### src/rtl/threshold_pkg.sv
// Shared types for the threshold order issuer: zone codes, order payload and FSM states.
package threshold_pkg;

  typedef enum logic [1:0] {
    ZoneInvalid = 2'b00,
    ZoneBand    = 2'b01,
    ZoneLow     = 2'b10,
    ZoneHigh    = 2'b11
  } zone_t;

  typedef enum logic {
    SideBuy  = 1'b0,
    SideSell = 1'b1
  } side_t;

  typedef struct packed {
    side_t      side;
    logic [5:0] qty;
    logic [7:0] price;
  } order_t;

  typedef logic [0:0] state_t;
  localparam state_t StIdle     = 1'b0;
  localparam state_t StCooldown = 1'b1;

  // Symmetric position window check on the 9-bit candidate position.
  function automatic logic within_limit(input logic signed [8:0] pos_next,
                                        input int unsigned     max_pos);
    logic signed [8:0] lim;
    lim = $signed(9'(max_pos));
    return (pos_next <= lim) && (pos_next >= -lim);
  endfunction

endpackage

### src/rtl/order_fifo.sv
// Power-of-two order FIFO; head is presented combinationally. Used when ORDER_QUEUE_EN is defined.
module order_fifo
  import threshold_pkg::*;
#(
  parameter int unsigned DEPTH = 4
) (
  input  logic   clk_i,
  input  logic   reset_i,
  input  logic   push_i,
  input  order_t push_data_i,
  input  logic   pop_i,
  output order_t head_o,
  output logic   full_o,
  output logic   empty_o
);

  localparam int unsigned AW = (DEPTH > 1) ? $clog2(DEPTH) : 1;

  order_t          mem_q [DEPTH];
  logic [AW-1:0]   rptr_q, wptr_q;
  logic [AW:0]     count_q;

  always_ff @(posedge clk_i or posedge reset_i) begin
    if (reset_i) begin
      rptr_q  <= '0;
      wptr_q  <= '0;
      count_q <= '0;
    end else begin
      if (push_i) wptr_q <= wptr_q + 1'b1;
      if (pop_i)  rptr_q <= rptr_q + 1'b1;
      unique case ({push_i, pop_i})
        2'b10:   count_q <= count_q + 1'b1;
        2'b01:   count_q <= count_q - 1'b1;
        default: count_q <= count_q;
      endcase
    end
  end

  // Push while full is only allowed alongside a pop, so wptr equals the slot being freed.
  always_ff @(posedge clk_i) begin
    if (push_i) mem_q[wptr_q] <= push_data_i;
  end

  assign head_o  = mem_q[rptr_q];
  assign full_o  = (count_q == (AW + 1)'(DEPTH));
  assign empty_o = (count_q == '0);

endmodule

### src/rtl/threshold_order_issuer.sv
// Turns detector zone entries into rate- and position-limited orders on a valid/ready port.
// Define ORDER_QUEUE_EN to place a QUEUE_DEPTH-entry FIFO in front of the output.
module threshold_order_issuer
  import threshold_pkg::*;
#(
  parameter int unsigned ORDER_QTY       = 10,
  parameter int unsigned MAX_POSITION    = 50,
  parameter int unsigned COOLDOWN_CYCLES = 4,
  parameter int unsigned QUEUE_DEPTH     = 4
) (
  input  logic       clk,
  input  logic       reset,
  input  logic [1:0] zone,
  input  logic [7:0] price,
  output logic       order_valid,
  input  logic       order_ready,
  output logic       order_side,
  output logic [5:0] order_qty,
  output logic [7:0] order_price,
  output logic [7:0] position,
  output logic [7:0] drop_count
);

  localparam int unsigned   CntW    = (COOLDOWN_CYCLES > 0) ? $clog2(COOLDOWN_CYCLES + 1) : 1;
  localparam logic [CntW-1:0] CntLoad = CntW'(COOLDOWN_CYCLES);
  localparam logic [5:0]    Qty     = 6'(ORDER_QTY);

  if ((QUEUE_DEPTH < 2) || ((QUEUE_DEPTH & (QUEUE_DEPTH - 1)) != 0)) begin : g_bad_depth
    $error("QUEUE_DEPTH must be a power of two >= 2");
  end
  if ((ORDER_QTY < 1) || (ORDER_QTY > 63) || (ORDER_QTY + MAX_POSITION > 127)) begin : g_bad_qty
    $error("ORDER_QTY must be 1..63 and ORDER_QTY + MAX_POSITION <= 127");
  end

  logic [1:0]        prev_zone_q;
  state_t            state_q, state_d;
  logic [CntW-1:0]   cnt_q, cnt_d;
  logic signed [7:0] pos_q;
  logic [7:0]        drop_count_q;

  logic              ev, ev_sell, limit_ok, slot_free, push, drop, pop;
  logic signed [8:0] pos_ext, qty_ext, pos_next;
  order_t            push_data, out;

  always_comb begin
    ev       = (zone != ZoneInvalid) && (zone != ZoneBand) && (zone != prev_zone_q);
    ev_sell  = (zone == ZoneHigh);
    pos_ext  = {pos_q[7], pos_q};
    qty_ext  = {3'b000, Qty};
    pos_next = ev_sell ? (pos_ext - qty_ext) : (pos_ext + qty_ext);
    limit_ok = within_limit(pos_next, MAX_POSITION);
    push     = ev && (state_q == StIdle) && limit_ok && slot_free;
    drop     = ev && !push;

    push_data.side  = ev_sell ? SideSell : SideBuy;
    push_data.qty   = Qty;
    push_data.price = price;
  end

  always_comb begin
    state_d = state_q;
    cnt_d   = cnt_q;
    if (state_q == StCooldown) begin
      cnt_d = cnt_q - 1'b1;
      if (cnt_q == CntW'(1)) state_d = StIdle;
    end else if (push && (COOLDOWN_CYCLES != 0)) begin
      cnt_d   = CntLoad;
      state_d = StCooldown;
    end
  end

  always_ff @(posedge clk or posedge reset) begin
    if (reset) begin
      prev_zone_q  <= ZoneBand;
      state_q      <= StIdle;
      cnt_q        <= '0;
      pos_q        <= '0;
      drop_count_q <= '0;
    end else begin
      if (zone != ZoneInvalid) prev_zone_q <= zone;
      state_q <= state_d;
      cnt_q   <= cnt_d;
      // Position commits when the order is queued, not when it is handed off.
      if (push) pos_q <= pos_next[7:0];
      if (drop && (drop_count_q != 8'hFF)) drop_count_q <= drop_count_q + 1'b1;
    end
  end

  assign pop = order_valid && order_ready;

`ifdef ORDER_QUEUE_EN
  order_t head;
  logic   full, empty;

  order_fifo #(
    .DEPTH(QUEUE_DEPTH)
  ) u_fifo (
    .clk_i      (clk),
    .reset_i    (reset),
    .push_i     (push),
    .push_data_i(push_data),
    .pop_i      (pop),
    .head_o     (head),
    .full_o     (full),
    .empty_o    (empty)
  );

  assign slot_free   = !full || pop;
  assign order_valid = !empty;
  assign out         = order_valid ? head : '0;
`else
  order_t out_q;
  logic   valid_q;

  always_ff @(posedge clk or posedge reset) begin
    if (reset) begin
      valid_q <= 1'b0;
      out_q   <= '0;
    end else if (push) begin
      valid_q <= 1'b1;
      out_q   <= push_data;
    end else if (pop) begin
      valid_q <= 1'b0;
    end
  end

  assign slot_free   = !valid_q || order_ready;
  assign order_valid = valid_q;
  assign out         = out_q;
`endif

  assign order_side  = out.side;
  assign order_qty   = out.qty;
  assign order_price = out.price;
  assign position    = pos_q;
  assign drop_count  = drop_count_q;

endmodule
### config.mk
export PLATFORM = sky130hd
export DESIGN_NAME = threshold_order_issuer
export DESIGN_NICKNAME = d
export VERILOG_FILES = /design/src/rtl/threshold_pkg.sv /design/src/rtl/order_fifo.sv /design/src/rtl/threshold_order_issuer.sv
export SDC_FILE = /design/constraint.sdc
export NUM_CORES = 1
export LEC_CHECK = 0
export BUFFER_PORTS_ARGS = -buffer_cell sky130_fd_sc_hd__buf_2
export CORE_ASPECT_RATIO = 0.9
export CORE_MARGIN = 2
export CORE_UTILIZATION = 40
export DETAILED_ROUTE_END_ITERATION = 6
export GPL_TIMING_DRIVEN = 0
export SLEW_MARGIN = 10
export SYNTH_ARGS = -nofsm -noshare
export SYNTH_HDL_FRONTEND = slang
export SYNTH_SLANG_ARGS = --single-unit
### constraint.sdc
create_clock -name clk -period 2.4 [get_ports clk]
set_clock_uncertainty 0.1 [all_clocks]
set_input_delay 0.24 -clock clk [delete_from_list [all_inputs] [get_ports clk]]
set_output_delay 0.24 -clock clk [all_outputs]
set_load 0.01 [all_outputs]
## Word level (Yosys, flattened, before mapping)

Cells that the tools add are included.

- Add/subtract/negate cells: 4
- Order comparisons: 2
- Equality and inequality tests: 5
- Muxes and demuxes: 9
- Bitwise logic cells: 1
- Reduce and logical (&&, ||, !) cells: 15

Operators by type and width:

| operator | count |
|---|---|
| $add A8 B5 Y9 const B | 1 |
| $ge A9 B7 Y1 const B | 1 |
| $le A9 B7 Y1 const B | 1 |
| $logic_and A1 B1 Y1 | 9 |
| $mux W9 | 1 |
| $sub A8 B5 Y9 const B | 1 |
| $add A8 B1 Y8 const B | 1 |
| $ne A8 B8 Y1 const B | 1 |
| $mux W1 | 6 |
| $mux W3 | 2 |
| $reduce_bool A2 Y1 | 3 |
| $eq A3 B1 Y1 const B | 1 |
| $sub A3 B1 Y3 const B | 1 |
| $eq A2 B2 Y1 const B | 1 |
| $logic_not A1 Y1 | 2 |
| $ne A2 B1 Y1 const B | 1 |
| $ne A2 B2 Y1 | 1 |
| $logic_or A1 B1 Y1 | 1 |
| $not A1 Y1 | 1 |

- Register bits: 33

## Logic depth before layout (Yosys ltp)

Gate-level depths: netlist (run 1).

- Word-level depth: 9
- Gate-level depth with buffers: 14

## Worst setup path after synthesis (run 1)

OpenSTA, ideal clock, no wires.

- Path kind: input to register
- Start: in zone[0]
- End: reg out_q, in the netlist order_price[0]
- Setup time: 0.125 ns
- Data arrival time: 2.497 ns
- Required time: 2.175 ns
- Setup slack: -0.323 ns
- Stages on the path: 13
- Buffers on the path: 3
- Cells stage by stage: buf_4 > nand2_2 > inv_2 > xnor2_1 > ha_1 > a21o_1 > a32oi_2 > xnor2_1 > a211o_1 > a22oi_2 > buf_6 > buf_6 > mux2_4

- Longest elaborated chain between the ends: 6
- Elaborated cells between the ends (all ways): 13
- Those cells by class: order compare (2); eq/ne (3); mux (1); reduce/logical (7)

Ends and longest elaborated chain:

| what | RTL line | source |
|---|---|---|
| from (decl) | threshold_order_issuer.sv:13 | `input logic [1:0] zone,` |
| $eq A2 B2 Y1 * | threshold_order_issuer.sv:47 | `ev_sell = (zone == ZoneHigh);` |
| net ev_sell | threshold_order_issuer.sv:41 | `logic ev, ev_sell, limit_ok, slot_free, push, drop, pop;` |
| $mux W9 * | threshold_order_issuer.sv:50 | `pos_next = ev_sell ? (pos_ext - qty_ext) : (pos_ext + qty_ext);` |
| $le A9 B7 Y1 or $ge A9 B7 Y1 (tied branches) | threshold_pkg.sv:31 | `return (pos_next <= lim) && (pos_next >= -lim);` |
| $logic_and A1 B1 Y1 * | threshold_pkg.sv:31 |  |
| $logic_and A1 B1 Y1 * (2 in series) | threshold_order_issuer.sv:52 | `push = ev && (state_q == StIdle) && limit_ok && slot_free;` |
| to (signal assigned) | threshold_order_issuer.sv:121 | `out_q <= push_data;` |
| to (decl) | threshold_order_issuer.sv:112 | `order_t out_q;` |

Mark *: on every way through the listed nets, which the timed path passes. The rest lies on a longest branch.
A chain may end at the register's enable or synchronous reset.

## Worst setup path after layout (run 1)

- Start: reg pos_q[2] (netlist: position[2])
- End: reg pos_q[4] (netlist: position[4])

- Longest elaborated chain between the ends: 6
- Elaborated cells between the ends (all ways): 8
- Those cells by class: add/sub (2); order compare (2); mux (1); reduce/logical (3)

Ends and longest elaborated chain:

| what | RTL line | source |
|---|---|---|
| from (decl) | threshold_order_issuer.sv:38 | `logic signed [7:0] pos_q;` |
| from (signal assigned) | threshold_order_issuer.sv:84 | `if (push) pos_q <= pos_next[7:0];` |
| $add A8 B5 Y9 or $sub A8 B5 Y9 (tied branches) | threshold_order_issuer.sv:50 |  |
| $mux W9 * | threshold_order_issuer.sv:50 |  |
| $le A9 B7 Y1 or $ge A9 B7 Y1 (tied branches) | threshold_pkg.sv:31 |  |
| $logic_and A1 B1 Y1 | threshold_pkg.sv:31 |  |
| $logic_and A1 B1 Y1 (2 in series) | threshold_order_issuer.sv:52 |  |

Every way passes the cells marked *; elsewhere a longest branch is shown, timed or not.

==> results of run 1 <==
cell type report:
| class | instances | area [um2] | area share (%) |
|---|---|---|---|
| well taps | 62 | 77.6 | 2.89 |
| clock inverters | 2 | 15.0 | 0.559 |
| flip-flops and latches | 32 | 805 | 29.9 |
| repair buffers | 55 | 367 | 13.6 |
| multi-input cells | 127 | 1190 | 44.4 |
| clock buffers | 6 | 82.6 | 3.07 |
| plain buffers | 11 | 98.8 | 3.68 |
| inverters | 12 | 50.0 | 1.86 |
power groups by stage:
stage                     clock network, mW  logic (mW)  registers, mW
after floorplan                           0        1.03           1.07
after global placement                    0        1.49           1.01
after detailed placement                  0        1.51           1.00
after CTS                             0.462        1.75          0.989
after global routing                  0.487        2.03           1.05
final                                 0.447        1.86           1.01
layout by cell type (no fill, tap or decap), types with 3 or more instances in the layout:
cell	instances
xor2_1	5
ha_1	5
conb_1	5
dfrtp_1	29
ha_4	3
inv_1	9
nand4_1	4
xnor2_1	6
and2_1	3
buf_2	39
nor3_1	4
nand3_1	4
nor2_1	4
nand2b_1	3
o21ai_0	7
clkbuf_8	6
xnor2_2	5
and3_1	4
a21oi_1	6
nand2_1	8
mux2_4	9
nor2b_1	3
buf_4	19
cell families (layout without fill, tap and decap cells):
logic type               count (synthesis)  count (layout)  synth area share, %
AO/OA/AOI/OAI                           35              35                 15.0
AND/OR/NAND/NOR                         50              50                 14.4
other                                    1               5                0.196
flip-flops                              32              32                 42.0
buffers and inverters                   25              86                 7.40
multiplexers                            12              12                 7.34
adder cells (fa/ha/maj)                  9               9                 5.90
XOR/XNOR                                16              16                 7.73
cell usage after synthesis, types with 5 or more instances:
cell | count | area (um2)
nand3_1 | 8 | 40.0
nand2_1 | 9 | 33.8
mux2_2 | 8 | 90.1
dfrtp_1 | 31 | 776
inv_1 | 11 | 41.3
o21ai_0 | 7 | 35.0
and3_1 | 5 | 31.3
a21oi_1 | 8 | 40.0
xor2_1 | 5 | 43.8
buf_4 | 8 | 60.1
ha_1 | 9 | 113
xnor2_1 | 10 | 87.6
worst max-delay path by stage:
| stage | to |
|---|---|
| after floorplan | order_price[0]$_DFFE_PP0P_ |
| after global placement | order_price[0]$_DFFE_PP0P_ |
| after detailed placement | order_price[1]$_DFFE_PP0P_ |
| after CTS | order_price[0]$_DFFE_PP0P_ |
| after global routing | position[5]$_DFFE_PP0P_ |
| final | position[4]$_DFFE_PP0P_ |
sequential cells by signal, indices dropped and copies added, names as in the netlist:
name and cells:
prev_zone_q 2, order_side 1, cnt_q 3, order_valid 1, position 7, order_price 8, order_qty 1, drop_count 8
state_q 1
layer usage:
| metal | track usage [%] | vias to the layer above | wire length, um |
|---|---|---|---|
| li1 | - | 746 | - |
| met1 | 21.2 | 727 | 1940 |
| met2 | 23.7 | 40 | 1850 |
| met3 | 4.56 | 6 | 189 |
| met4 | 4.24 | 0 | 49 |
| met5 | 0 | - | 0 |
repair_timing:
item	in CTS	in global routing
setup buffers	11	4
gates resized for setup	15	13
pin swaps	11	10
endpoints found under the setup margin	28	28
endpoints found under the hold margin	31	0
hold buffers	1	0
gates cloned	0	1
per-stage QoR:
stage                     setup WS [ns]  hold WS (ns)  cells
after floorplan                  -0.136         0.255    184
after global placement           -0.503         0.370    284
after detailed placement         -0.503         0.290    284
after CTS                        -0.220        0.0758    303
after global routing             -0.339        0.0771    307
final                            -0.249        0.0815    307
==> results.py, run 1 <==
metrics = {
    "yosys": {
        "synth.distinct_cells": 48,
        "synth-async-reset-ratio_pct": 100,
        "synth_edf_count": 0,
        "synth_flop_cell": "dfrtp_1",
        "synth_seq_cells": 32,
        "synth_area_um2": 1910,
        "ys_seq_area_share_pct": 42.0,
        "synth_warnings": 0,
        "synthCells": 180,
        "synth_area_per_cell_um2": 10.6,
    },
    "worst_setup_path": {
        "critPathKind": "flip-flop to flip-flop",
        "cp-end-kind": "flip-flop",
        "cp_cell_sequence": "inv_2 > xnor2_2 > ha_2 > a21o_1 > o21bai_4 > and3_4 > a2111oi_4 > a22oi_2 > buf_6 > buf_8 > buf_12 > nor2_4 > xor2_1",
        "startpoint_type": "flip-flop",
        "crit_start": "position[2]$_DFFE_PP0P_",
        "timing.critical_path.buf_inv": 4,
        "r2r_cells": 13,
        "cp.arrival_ns": 2.76,
        "critPathRequiredTime_ns": 2.51,
        "cp_slowest_stage_delay_ns": 0.41,
        "crit_family": "compound AO/OA/AOI/OAI gates",
        "r2r-end": "position[4]$_DFFE_PP0P_",
        "path_max_fanout": 5,
        "slowest_stage": "dfrtp_2",
        "worst-path-stages": 13,
        "r2r-start": "position[2]$_DFFE_PP0P_",
        "r2r_setup_slack_ns": -0.25,
    },
    "grt": {
        "grt_pass1_wl_um": 6610,
        "grt_pass1_vias": 1413,
        "grt_usage_pct": 15.4,
        "overflow": 0,
        "grt_start_max_net_pins": 33,
        "antenna_found_initial": 0,
    },
    "placement": {
        "placed_area_um2": 2300,
        "io_buffer_count": 38,
        "dp_hpwl_um": 2780,
        "place_congestion": 0.821,
    },
    "floorplanning": {
        "core_um2": 4520,
        "io_pins": 45,
        "rows": 23,
        "initial_core_util_pct": 42.3,
        "die_x_um": 76.8,
        "die_h_um": 69.5,
        "floorplan.die_area_um2": 5340,
    },
    "status": {
        "violations": "negative setup slack",
        "outcome": "complete, but fails checks",
    },
    "min_path": {
        "hold_start": "price[3]",
        "hold_path_class": "input port to flip-flop",
        "whs_path_depth": 2,
        "whs_endpoint": "order_price[3]$_DFFE_PP0P_",
    },
    "cells_and_area": {
        "finish.utilization_pct": 59.5,
        "fill_cells": 403,
        "area_growth_pct": 40.8,
        "fin_nets": 266,
        "final_area_um2": 2690,
        "num_antenna_cells": 0,
        "drive_gt1_share_pct": 49.4,
    },
    "clocking": {
        "clkTransAtPathRegs_ns": 0.07,
        "numCtsBuffers": 5,
        "cts.htree.levels": 2,
        "clk_latency_ns": 0.28,
        "cts.path.max_buffers": 2,
        "cts_tree": "built",
        "clockRootBuffer": "clkbuf_8",
        "clock-sinks": 32,
    },
    "route": {
        "drt_wl_total_um": 4030,
        "vias_per_cell": 4.95,
        "post-route-drc-count": 0,
        "wl_per_cell_um": 13.1,
        "dr_total_vias": 1519,
        "ant_nets": 0,
        "drtPass1Iterations": 4,
        "drt_iter0_drc": 41,
    },
    "timing": {
        "tightest_slew_ns": 0.683,
        "relSlewSlack_pct": 54.4,
        "finalCritPeriodShare_pct": 110,
        "fin_ws_ns": -0.249,
        "rsz0062_at_grt": "true",
        "setup_viol": 27,
        "final_max_slew_viol_count": 0,
        "timing.fmax_mhz": 378,
        "tns_ns": -4.47,
        "finalCriticalPeriod_ns": 2.65,
        "hold_viol": 0,
    },
    "power_and_ir_drop": {
        "ir_drop_mv": 0.700,
        "combPwrFrac_pct": 56.1,
        "p_per_area_nw_per_um2": 1240,
        "p_int_mw": 2.01,
        "switching_share_pct": 39.6,
        "p_total_mw": 3.32,
        "p_sw_mw": 1.31,
        "seq_power_share_pct": 30.5,
        "p_leak_nw": 1.28,
        "clockPowerShare_pct": 13.5,
    },
    "job": {
        "maxCapViolations": 0,
    },
}
(Power assumes the default switching activity.)
==> run 2: changes to the inputs <==
- CORE_UTILIZATION: 40 -> 48
- PLACE_DENSITY: default -> 0.75
==> run 2 against run 1 <==
  * Clock power rose by 15%
  * Worst setup slack got worse by 0.022 ns
  * Sequential share of layout area fell by 0.51 points
  * Fmax fell by 0.81%
  * Cell count fell by 4.9%
  * Largest power group unchanged
  * The run still ends with negative setup slack left
  * Global-route usage rose by 6.0 points
  * Core utilization rose by 13 points
==> results.py, run 2 (synthesis results as in run 1) <==
metrics = {
    "power_and_ir_drop": {
        "p_total_mw": 3.56,
        "ir_drop_mv": 0.719,
        "p_per_area_nw_per_um2": 1300,
        "p_leak_nw": 1.31,
    },
    "timing": {
        "setup_viol": 28,
        "finalCritPeriodShare_pct": 111,
        "rsz0062_at_grt": "true",
        "fin_ws_ns": -0.271,
        "tns_ns": -5.35,
        "relSlewSlack_pct": 54.7,
        "final_max_slew_viol_count": 0,
        "finalCriticalPeriod_ns": 2.67,
        "hold_viol": 0,
        "tightest_slew_ns": 0.674,
        "timing.fmax_mhz": 374,
    },
    "grt": {
        "grt_pass1_wl_um": 7400,
        "grt_use_met2_pct": 33.5,
        "grt_usage_pct": 21.4,
        "use_met1_pct": 28.7,
        "overflow": 0,
        "antenna_found_initial": 0,
        "grt_pass1_vias": 1529,
        "grt_use_met3_pct": 4.57,
        "grt_start_max_net_pins": 33,
        "busiest_layer": "met2",
    },
    "route": {
        "drt_wl_total_um": 4660,
        "ant_nets": 0,
        "drtPass1Iterations": 4,
        "dr_total_vias": 1574,
        "post-route-drc-count": 0,
        "wl_per_cell_um": 16.0,
        "drt_iter0_drc": 55,
        "vias_per_cell": 5.39,
    },
    "clocking": {
        "numCtsBuffers": 5,
        "clkTransAtPathRegs_ns": 0.08,
        "clockRootBuffer": "clkbuf_8",
        "cts_tree": "built",
        "clock-sinks": 32,
        "cts.path.max_buffers": 2,
        "cts.htree.levels": 2,
        "clk_latency_ns": 0.29,
    },
    "floorplanning": {
        "initial_core_util_pct": 50.8,
        "rows": 21,
        "io_pins": 45,
        "die_x_um": 70.5,
        "core_um2": 3760,
        "floorplan.die_area_um2": 4500,
        "die_h_um": 63.8,
    },
    "worst_setup_path": {
        "r2r-start": "position[2]$_DFFE_PP0P_",
        "r2r_cells": 11,
        "r2r-end": "order_price[4]$_DFFE_PP0P_",
        "critPathRequiredTime_ns": 2.47,
        "cp-end-kind": "flip-flop",
        "startpoint_type": "flip-flop",
        "path_max_fanout": 6,
        "critPathKind": "flip-flop to flip-flop",
        "r2r_setup_slack_ns": -0.27,
        "cp.arrival_ns": 2.74,
    },
    "placement": {
        "io_buffer_count": 38,
        "dp_hpwl_um": 2770,
        "placed_area_um2": 2280,
        "placed_cells": 268,
        "post-place-ws_ns": -0.498,
        "place_congestion": 0.814,
    },
    "cells_and_area": {
        "final_area_um2": 2730,
        "area_growth_pct": 43.2,
        "drive_gt1_share_pct": 50.8,
        "final_cell_mix": "buf_2 (39), dfrtp_1 (29), buf_4 (20)",
        "fill_cells": 258,
        "num_antenna_cells": 0,
        "fin_nets": 267,
        "final_cells": 292,
        "mostFrequentLayoutCell": "buf_2",
    },
    "min_path": {
        "whs_path_depth": 2,
        "hold_start": "price[1]",
        "hold_path_class": "input port to flip-flop",
        "whs_endpoint": "order_price[1]$_DFFE_PP0P_",
    },
    "status": {
        "outcome": "complete, but fails checks",
        "violations": "negative setup slack",
    },
    "job": {
        "maxCapViolations": 0,
    },
}
run 2: worst max-delay path by stage:
stage,from,end,cells after the start
3_3_place_gp,zone[1],order_price[0]$_DFFE_PP0P_,12
3_5_place_dp,zone[1],order_price[1]$_DFFE_PP0P_,12
5_1_grt,position[2]$_DFFE_PP0P_,order_price[3]$_DFFE_PP0P_,11
6_report,position[2]$_DFFE_PP0P_,order_price[4]$_DFFE_PP0P_,11
2_1_floorplan,position[3]$_DFFE_PP0P_,order_price[0]$_DFFE_PP0P_,10
4_1_cts,position[2]$_DFFE_PP0P_,order_price[0]$_DFFE_PP0P_,11
run 2: final cells by class:
type | count | area [um2] | area share, %
buffer | 11 | 104 | 3.80
clock buffer | 6 | 72.6 | 2.65
clock inverter | 2 | 35.0 | 1.28
inverter | 12 | 52.6 | 1.92
multi-input combinational | 127 | 1240 | 45.4
sequential | 32 | 805 | 29.4
tap | 46 | 57.6 | 2.11
timing repair buffer | 56 | 365 | 13.4
run 2: worst max-delay path: stages (launching register included):
cell	delay, ns
dfrtp_2	0.43
inv_4	0.08
xnor2_4	0.08
ha_4	0.18
a21o_1	0.20
a32oi_2	0.26
xnor2_2	0.10
a211o_1	0.28
a22oi_2	0.22
buf_6	0.18
buf_12	0.13
mux2_4	0.30
run 2: through the flow:
stage	utilization, %	hold WS [ns]
final	72.8	0.0830
after global routing	72.8	0.0704
after CTS	67.7	0.0744
after detailed placement	60.6	0.370
after global placement	60.6	0.363
after floorplan	-	0.255
run 2: report_power, final:
| group | switching (mW) | total, mW | internal (mW) |
|---|---|---|---|
| clock | 0.205 | 0.513 | 0.308 |
| sequential | 0.256 | 1.03 | 0.777 |
| combinational | 0.945 | 2.01 | 1.07 |
run 2: timing repair:
action                                  in CTS  in global routing
hold buffers                                 0                  1
buffers inserted                            11                  5
cloned                                       0                  1
resized for setup                           15                 27
hold endpoints to repair                     0                  4
endpoints found under the setup margin      28                 28
pin swaps                                   11                 17
run 2: per-layer routing:
metal	share of wire, %	wire [um]	vias to the layer above
met2	52	2410	44
met5	0	0	-
met4	2.0	95	0
met1	42	1950	768
li1	-	-	754
met3	4.3	201	8
==> run 3: changes to the inputs <==
- ABC_AREA: default -> 1
- REMOVE_ABC_BUFFERS: default -> 1
- SKIP_LAST_GASP: default -> 1
==> run 3 against run 2 <==
  * The flow now finishes without violations
  * Synthesized cell count rose by 49%
  * Clock power rose by 4%
  * Critical path depth rose by 4
  * Sequential share of layout area rose by 0.81 points
  * First-iteration DRC count rose to 3.0 times the previous value
  * Worst hold slack got worse by 0.015 ns
  * Wire length rose by 12%
  * Largest cell class unchanged
==> results.py, run 3 <==
metrics = {
    "worst_setup_path": {
        "r2r_cells": 15,
        "cp.arrival_ns": 2.49,
        "crit_start": "position[3]$_DFFE_PP0P_",
        "crit_path_frequent_cell": "nand2_2",
        "r2r_setup_slack_ns": 0.03,
        "cp_slowest_stage_delay_ns": 0.42,
        "endpoint": "position[3]$_DFFE_PP0P_",
        "critPathKind": "flip-flop to flip-flop",
        "r2r-start": "position[3]$_DFFE_PP0P_",
        "slowest_stage": "dfrtp_1",
        "startpoint_type": "flip-flop",
        "critPathRequiredTime_ns": 2.52,
        "cp_cell_sequence": "ha_4 > inv_1 > nor2_1 > nor2_2 > nand2_2 > nand2_2 > nand2_2 > nand2_4 > nand2_2 > nand2_4 > inv_4 > nand2_8 > buf_4 > nand4_4 > o21ai_1",
        "cp-end-kind": "flip-flop",
        "r2r-end": "position[3]$_DFFE_PP0P_",
        "path_max_fanout": 8,
    },
    "cells_and_area": {
        "final_cell_mix": "nand2_1 (65), inv_1 (39), buf_2 (39)",
        "mostFrequentLayoutCell": "nand2_1",
        "drive_gt1_share_pct": 34.7,
        "num_antenna_cells": 0,
        "fill_cells": 311,
        "seq_area_um2": 803,
        "fin_nets": 347,
        "final_cells": 374,
        "final_area_um2": 2660,
        "area_growth_pct": 35.3,
        "multi_input_area_um2": 1210,
    },
    "power_and_ir_drop": {
        "p_sw_mw": 1.58,
        "p_per_area_nw_per_um2": 1280,
        "switching_share_pct": 46.7,
        "combPwrFrac_pct": 57.2,
        "clockPowerShare_pct": 15.7,
        "p_leak_nw": 1.45,
        "p_int_mw": 1.81,
        "seq_power_share_pct": 27.1,
        "ir_drop_mv": 0.584,
    },
    "route": {
        "dr_total_vias": 1968,
        "post-route-drc-count": 0,
        "ant_nets": 0,
        "drt_iter0_drc": 163,
        "wl_per_cell_um": 13.9,
        "drt_wl_total_um": 5200,
        "drtPass1Iterations": 4,
        "vias_per_cell": 5.26,
    },
    "timing": {
        "final_max_slew_viol_count": 0,
        "hold_viol": 0,
        "fin_ws_ns": 0.0321,
        "relSlewSlack_pct": 47.8,
        "timing.fmax_mhz": 422,
        "finalCriticalPeriod_ns": 2.37,
        "rsz0062_at_grt": "true",
        "tightest_slew_ns": 0.782,
        "setup_viol": 0,
        "hold-worst-slack_ns": 0.0676,
        "finalCritPeriodShare_pct": 98.7,
    },
    "placement": {
        "dp_hpwl_um": 2710,
        "place_congestion": 0.849,
        "placed_area_um2": 2150,
        "placed_cells": 347,
        "io_buffer_count": 39,
        "post-place-ws_ns": -0.579,
    },
    "clocking": {
        "clockRootBuffer": "clkbuf_8",
        "cts.path.max_buffers": 2,
        "clock-sinks": 32,
        "cts_tree": "built",
        "clk_latency_ns": 0.30,
        "clkTransAtPathRegs_ns": 0.08,
        "numCtsBuffers": 5,
        "cts.htree.levels": 2,
    },
    "yosys": {
        "synth_area_per_cell_um2": 7.33,
        "synth_seq_cells": 32,
        "synthTopCellsByCount": "nand2_1 (81), inv_1 (43), nand3_1 (37), dfrtp_1 (31), o21ai_1 (15)",
        "synth_area_um2": 1960,
        "yosysMostFrequentCell": "nand2_1",
        "synth_top_area_share_pct": 39.5,
        "synth_flop_cell": "dfrtp_1",
        "synthCells": 268,
        "synth-async-reset-ratio_pct": 100,
        "ys_seq_area_share_pct": 40.9,
        "synth.distinct_cells": 25,
        "synth_warnings": 0,
        "synth_area_leaders": "dfrtp_1 (40%), nand2_1 (15%), nand3_1 (9.4%), inv_1 (8.2%), ha_1 (5.7%)",
        "synth_area_leader_cell": "dfrtp_1",
        "synth_edf_count": 0,
    },
    "floorplanning": {
        "floorplan.die_area_um2": 4620,
        "die_x_um": 71.4,
        "core_um2": 3990,
        "die_h_um": 64.7,
        "initial_core_util_pct": 49.2,
        "rows": 22,
        "io_pins": 45,
    },
    "grt": {
        "grt_use_met2_pct": 35.6,
        "use_met1_pct": 26.5,
        "overflow": 0,
        "busiest_layer": "met2",
        "grt_start_max_net_pins": 33,
        "grt_use_met3_pct": 5.60,
        "grt_usage_pct": 21.4,
        "antenna_found_initial": 0,
        "grt_pass1_wl_um": 7710,
        "grt_pass1_vias": 1759,
    },
    "job": {
        "maxCapViolations": 0,
    },
    "status": {
        "outcome": "complete, no violations",
    },
    "min_path": {
        "hold_path_class": "input port to flip-flop",
    },
}
run 3: how the worst min path moves through the flow:
| stage | from | end | slack, ns | cells past startpoint |
|---|---|---|---|---|
| floorplan | zone[1] | prev_zone_q[0]$_DFFE_PP1P_ | 0.21 | 1 |
| global placement | prev_zone_q[0]$_DFFE_PP1P_ | prev_zone_q[0]$_DFFE_PP1P_ | 0.36 | 2 |
| detailed placement | order_side$_DFFE_PP0P_ | order_side$_DFFE_PP0P_ | 0.37 | 2 |
| CTS | price[0] | order_price[0]$_DFFE_PP0P_ | 0.07 | 3 |
| global route | price[0] | order_price[0]$_DFFE_PP0P_ | 0.07 | 3 |
| finish | price[1] | order_price[1]$_DFFE_PP0P_ | 0.07 | 3 |
run 3: metrics by stage:
step,utilization (%),power (mW),setup TNS (ns)
floorplan,-,1.79,-0.573
global placement,53.8,2.10,-14.01
detailed placement,53.8,2.14,-16.01
CTS,62.1,3.03,0
global route,66.6,3.64,-1.08
finish,66.6,3.39,0
run 3: layer usage:
layer | vias to the layer above | routed length (um)
li1 | 966 | -
met5 | - | 0
met1 | 904 | 2240
met2 | 85 | 2500
met4 | 0 | 108
met3 | 13 | 354
run 3: worst max-delay path: cells and delay by family (launching register included):
| family | cells | cell delay [ns] |
|---|---|---|
| adder cells (fa/ha/maj) | 1 | 0.24 |
| AO/OA/AOI/OAI | 1 | 0.19 |
| buffers and inverters | 3 | 0.27 |
| AND/OR/NAND/NOR | 10 | 1.06 |
| flip-flops | 1 | 0.42 |
run 3: logic make-up after synthesis:
family	after synthesis	share of synthesized area, %
AO/OA/AOI/OAI	23	5.99
flip-flops	32	40.9
XOR/XNOR	2	0.892
buffers and inverters	56	12.8
other	1	0.191
adder cells (fa/ha/maj)	9	5.74
AND/OR/NAND/NOR	145	33.5
run 3: cell type report:
cell class / instances / area share [%]
multi-input combinational: 190 / 45.6
sequential: 32 / 30.2
timing repair buffer: 52 / 11.4
inverter: 44 / 6.31
clock buffer: 5 / 2.59
tap: 48 / 2.26
clock inverter: 3 / 1.60
run 3: what timing repair did:
action,in CTS,in global routing
setup buffers,4,8
hold buffers,0,1
setup endpoints to repair,29,29
endpoints found under the hold margin,0,11
resized for setup,19,32
pin swaps,6,15
cloned,6,0
run 3: power by group through the flow:
stage                     clock network [mW]  logic [mW]  registers [mW]
after global placement                     0        1.18           0.916
after CTS                              0.535        1.58           0.915
after floorplan                            0       0.810           0.976
final                                  0.532        1.94           0.919
after detailed placement                   0        1.22           0.917
after global routing                   0.564        2.13           0.952
